==> src/rtl/case_select_decoder.sv <==
// Recovers the inc/pass/dec select code from observed (number, result) pairs,
// holds it in a one-entry output stage and keeps saturating per-code statistics.
module case_select_decoder #(
    parameter int unsigned WIDTH     = 8,
    parameter int unsigned CNT_WIDTH = 16
) (
    input  logic                 clk,
    input  logic                 rst,
    input  logic                 in_valid,
    output logic                 in_ready,
    input  logic [WIDTH-1:0]     number,
    input  logic [WIDTH-1:0]     result,
    output logic                 out_valid,
    input  logic                 out_ready,
    output logic [1:0]           select,
    output logic [WIDTH-1:0]     out_number,
    input  logic                 clr_counts,
    output logic [CNT_WIDTH-1:0] inc_count,
    output logic [CNT_WIDTH-1:0] pass_count,
    output logic [CNT_WIDTH-1:0] dec_count,
    output logic [CNT_WIDTH-1:0] bad_count,
    output logic                 err_sticky
);

    localparam logic [1:0] CODE_INC  = 2'b00;
    localparam logic [1:0] CODE_PASS = 2'b01;
    localparam logic [1:0] CODE_DEC  = 2'b10;
    localparam logic [1:0] CODE_BAD  = 2'b11;
    localparam logic [CNT_WIDTH-1:0] CNT_MAX = '1;

    typedef enum logic {
        EMPTY = 1'b0,
        FULL  = 1'b1
    } state_t;

    state_t     state;
    state_t     state_next;
    logic       accept;
    logic [1:0] code;

    function automatic logic [CNT_WIDTH-1:0] sat_inc(input logic [CNT_WIDTH-1:0] c);
        return (c == CNT_MAX) ? c : c + CNT_WIDTH'(1);
    endfunction

    // Decode the presented pair; arithmetic wraps modulo 2^WIDTH.
    always_comb begin
        code = CODE_BAD;
        if (result == WIDTH'(number + WIDTH'(1))) begin
            code = CODE_INC;
        end else if (result == number) begin
            code = CODE_PASS;
        end else if (result == WIDTH'(number - WIDTH'(1))) begin
            code = CODE_DEC;
        end
    end

    // Output stage next-state and handshake.
    always_comb begin
        state_next = state;
        in_ready   = 1'b1;
        accept     = 1'b0;
        case (state)
            EMPTY: begin
                in_ready = 1'b1;
                accept   = in_valid;
                if (accept) begin
                    state_next = FULL;
                end
            end
            FULL: begin
                in_ready = out_ready;
                accept   = in_valid & out_ready;
                if (out_ready && !accept) begin
                    state_next = EMPTY;
                end
            end
            default: begin
                state_next = EMPTY;
            end
        endcase
    end

    always_ff @(posedge clk) begin
        if (rst) begin
            state <= EMPTY;
        end else begin
            state <= state_next;
        end
    end

    assign out_valid = (state == FULL);

    always_ff @(posedge clk) begin
        if (rst) begin
            select     <= CODE_INC;
            out_number <= '0;
        end else if (accept) begin
            select     <= code;
            out_number <= number;
        end
    end

    // Clear wins over a same-cycle accept; the pair is still forwarded above.
    always_ff @(posedge clk) begin
        if (rst || clr_counts) begin
            inc_count  <= '0;
            pass_count <= '0;
            dec_count  <= '0;
            bad_count  <= '0;
            err_sticky <= 1'b0;
        end else if (accept) begin
            case (code)
                CODE_INC:  inc_count  <= sat_inc(inc_count);
                CODE_PASS: pass_count <= sat_inc(pass_count);
                CODE_DEC:  dec_count  <= sat_inc(dec_count);
                default: begin
                    bad_count  <= sat_inc(bad_count);
                    err_sticky <= 1'b1;
                end
            endcase
        end
    end

endmodule

==> config.mk <==
export PLATFORM = sky130hd
export DESIGN_NAME = case_select_decoder
export DESIGN_NICKNAME = d
export VERILOG_FILES = /design/src/rtl/case_select_decoder.sv
export SDC_FILE = /design/constraint.sdc
export NUM_CORES = 1
export LEC_CHECK = 0
export BUFFER_PORTS_ARGS = -buffer_cell sky130_fd_sc_hd__buf_2
export CAP_MARGIN = 20
export CORE_MARGIN = 3
export CORE_UTILIZATION = 51
export CTS_BUF_LIST = sky130_fd_sc_hd__clkbuf_8
export DETAILED_ROUTE_END_ITERATION = 10
export GPL_ROUTABILITY_DRIVEN = 0
export MAX_ROUTING_LAYER = met4
export PLACE_DENSITY = 0.77
export SYNTH_ARGS = -nofsm -noshare
export SYNTH_HDL_FRONTEND = slang
export SYNTH_SLANG_ARGS = --single-unit
==> constraint.sdc <==
create_clock -name clk -period 3.35 [get_ports clk]
set_clock_uncertainty 0.05 [all_clocks]
set_input_delay 0.67 -clock clk [delete_from_list [all_inputs] [get_ports clk]]
set_output_delay 0.67 -clock clk [all_outputs]
set_load 0.005 [all_outputs]
==> flow_summary_export.csv <==
group,metric,value,unit
critical_path,critPathBufInv,4,
synth,synth_flop_cell,"dfxtp_1",
floorplanning,fp-row-count,32,
detailed_routing,routedWlPerCell,15.6,µm
final_layout,ff_latch_area,1520,µm²
synth,ys_seq_area_share,35.5,%
critical_path,startpoint_type,"input pin",
critical_path,path_cells,"buf_2 -> buf_4 -> inv_1 -> ha_1 -> or3b_2 -> nor4b_1 -> nand3b_1 -> o2111a_2 -> o211ai_4 -> buf_4 -> or3_1 -> a21oi_1",
floorplanning,ioPinCount,98,
synth,syn-cell-area,4280,µm²
critical_path,critPathRequiredTime,3570,ps
synth,synthXorXnorAreaFrac,6.14,%
timing,tightest_slew,992,ps
synth,synth_compound_gate_area_share,20.4,%
detailed_routing,ant_nets,0,
timing,slew_headroom,33.7,%
pwr,vdd_ir_drop_max,0.195,mV
global_route,grt_max_degree,40,
floorplanning,initial_core_util,54.0,%
synth,synth_edf_count,0,
final_layout,post_route_cells_drive_above_1_share,23.2,%
timing,finalSetupViolations,0,
global_route,antenna_found_initial,0,
critical_path,cp_slowest_cell,"or3b_2",
cts,path_clk_slew,90,ps
synth,yosysWarnings,0,
detailed_routing,firstDrtPassIters,6,
worst_hold_path,hold_path.class,"reg2reg",
timing,hold_viol,0,
synth,synthCells,535,
cts,htreeDepth,3,
global_route,grt_pass1_vias,4066,
detailed_routing,vias_per_cell,6.09,
critical_path,path_delay_family,"simple AND/OR/NAND/NOR gates",
pwr,p_per_area,363,nW/µm²
global_route,grt_first_pass_wirelength,18800,µm
outcome,status,"finished clean",
flow_run,drv_cap,0,
final_layout,synthToLayoutAreaGrowth,19.8,%
final_layout,fin_nets,655,
global_route,gr-total-overflow,0,
synth,synth_adder_area_share,1.75,%
final_layout,multi_input_area,2570,µm²
synth,postSynth.asyncResetShare,0,%
critical_path,worstPathArrival,3270,ps
pwr,leakage,0.00204,µW
cts,clk-insertion-delay-late,360,ps
floorplanning,dieWidth,97.6,µm
timing,fin_crit_sh,91.0,%
global_route,grtUsageTotal,23.8,%
synth,ys_seq_elements,76,
critical_path,cpPeakStageDelay,470,ps
floorplanning,die_h,97.6,µm
cts,cts-root-buf,"clkbuf_8",
cts,post-cts-setup-buffer-count,0,
synth,synthMuxAreaShare,0.935,%
timing,rsz0062_at_grt,"no",
timing,fin_tns_setup,0,ps
synth,synth-simple-area-share,30.7,%
detailed_routing,drtIter0Drc,234,
critical_path,crit_type,"in2reg",
detailed_routing,vias,4474,
timing,slew_violations,0,
timing,clock.fmax,328,MHz
placement,hpwl,8150,µm
placement,io_buffers,97,
cts,cts_inserted_buffers,9,
final_layout,n_antenna_cell,0,
detailed_routing,wirelength,11500,µm
floorplanning,coreArea,7930,µm²
detailed_routing,drc,0,
synth,avgSynthCellArea,8.00,µm²
synth,syn_nets,562,
cts,cts.sinks,76,
timing,hold_ws,409,ps
final_layout,fillers,708,
timing,post-route-min-period,3050,ps
cts,cts_tree,"built",
floorplanning,dieArea,9530,µm²
synth,yosys.cell_types.count,53,
critical_path,endpoint_kind,"flop",
cts,cts_buffer_depth,2,
cts,ctsHoldBuffers,0,
critical_path,crit_fanout,15,
synth,synth_top_family_by_area,"simple AND/OR/NAND/NOR gates",
critical_path,cp_common_cell,"buf_4",
cells in the mapped netlist (3+ instances only):
library cell / count / area (µm²)
o41ai_1: 6 / 52.6
or4_1: 19 / 143
a31oi_1: 5 / 31.3
nand3_1: 34 / 170
nand2_1: 54 / 203
and2_1: 7 / 43.8
o21ai_0: 19 / 95.1
xnor2_1: 21 / 184
a31o_2: 4 / 35.0
a41o_1: 6 / 60.1
inv_1: 10 / 37.5
a211oi_1: 3 / 22.5
o31ai_1: 16 / 120
nor3_1: 13 / 65.1
ha_1: 6 / 75.1
o311ai_0: 6 / 52.6
nor2_1: 35 / 131
nor4_1: 4 / 25.0
clkbuf_1: 30 / 113
dfxtp_1: 76 / 1520
or3_1: 23 / 144
and4_1: 6 / 52.6
nand4_1: 22 / 138
xor2_1: 9 / 78.8
mux2i_1: 4 / 40.0
and3_1: 14 / 87.6
a21oi_1: 46 / 230
per-layer routing:
layer / wire (µm) / track usage, % / share of wire [%]
met5: 0 / - / 0
met2: 5470 / 39.0 / 48
met3: 608 / 3.37 / 5.3
met4: 123 / 7.35 / 1.1
met1: 5270 / 30.5 / 46
stage by stage:
step	instance area, µm²	worst slack, ps	power [µW]	std cells	util, %
floorplan	4280	24.5	1060	535	-
global placement	4910	-33.6	1120	719	61.9
detailed placement	4910	-152	1130	719	61.9
CTS	5120	193	1860	735	64.6
global route	5130	140	1930	735	64.7
finish	5130	302	1860	735	64.7
repair_timing:
item	in CTS	in global routing
resized for setup	0	1
endpoints found under the setup margin	0	1
hold endpoints to repair	0	0
state kept, by name, summed over array words and instances (netlist names):
name,count
bad_count,16
dec_count,16
inc_count,16
pass_count,16
out_number,8
select,2
err_sticky,1
out_valid,1
area by class of cell:
class	instances	area share, %
inverters	10	0.732
clock buffers	10	2.68
repair buffers	118	12.8
well taps	102	2.49
multi-input cells	413	50.2
clock inverters	6	1.39
flip-flops and latches	76	29.7
tightest hold or removal path, cell delays in order, from the launching register on:
cell     delay (ps)
dfxtp_1         320
nand2_1          50
a21oi_1          50
cell usage in the layout (no fill, tap or decap), types with 2 or more instances in the layout:
master / synthesis / final
o21ai_0: 19 / 19
mux2i_1: 4 / 4
o211a_1: 2 / 2
nor3_1: 13 / 13
o311ai_0: 6 / 6
nand3_1: 34 / 34
nand2_1: 54 / 54
o41ai_1: 6 / 6
a41oi_1: 2 / 2
nor2b_1: 2 / 2
xor2_1: 9 / 9
a211oi_1: 3 / 3
nor2_1: 35 / 35
or4_1: 19 / 19
dfxtp_1: 76 / 76
a21oi_1: 46 / 46
and3_1: 14 / 14
o21a_1: 2 / 2
or2_2: 2 / 2
ha_1: 6 / 6
nand3b_1: 2 / 2
nand4b_1: 2 / 2
inv_1: 10 / 10
xnor2_1: 21 / 21
buf_2: 1 / 97
o211ai_1: 2 / 2
clkbuf_8: 0 / 10
a41o_1: 6 / 6
o2111ai_1: 2 / 2
and4_1: 6 / 6
buf_4: 1 / 20
o31ai_1: 16 / 16
nor4_1: 4 / 4
a31oi_1: 5 / 5
nand4_1: 22 / 22
and2_1: 7 / 7
a31o_2: 4 / 4
or3_1: 23 / 23
logic make-up (layout without fill, tap and decap cells):
| family | after synthesis | in the layout |
|---|---|---|
| XOR/XNOR | 30 | 30 |
| multiplexers | 4 | 4 |
| AND/OR/NAND/NOR | 245 | 245 |
| AO/OA/AOI/OAI | 128 | 128 |
| buffers and inverters | 46 | 144 |
| adder cells (fa/ha/maj) | 6 | 6 |
| flip-flops | 76 | 76 |
power breakdown:
part / total [µW] / leakage (µW) / internal, µW / switching, µW
Combinational: 194 / 0.00133 / 73.4 / 121
Sequential: 918 / 0.000614 / 912 / 5.60
Clock: 748 / 0.000105 / 373 / 376
Total: 1860 / 0.00204 / 1360 / 502
worst paths after layout:
path,startpoint,end,slack [ps],cells after the start
setup reg to reg,inc_count[3]$_SDFFE_PP0P_,inc_count[15]$_SDFFE_PP0P_,690,7
hold / removal,out_number[3]$_SDFFE_PP0P_,out_number[3]$_SDFFE_PP0P_,410,2
hold reg to reg,out_number[3]$_SDFFE_PP0P_,out_number[3]$_SDFFE_PP0P_,410,2
setup / recovery,number[0],dec_count[0]$_SDFFE_PP0P_,300,12
(Power assumes the default switching activity.)
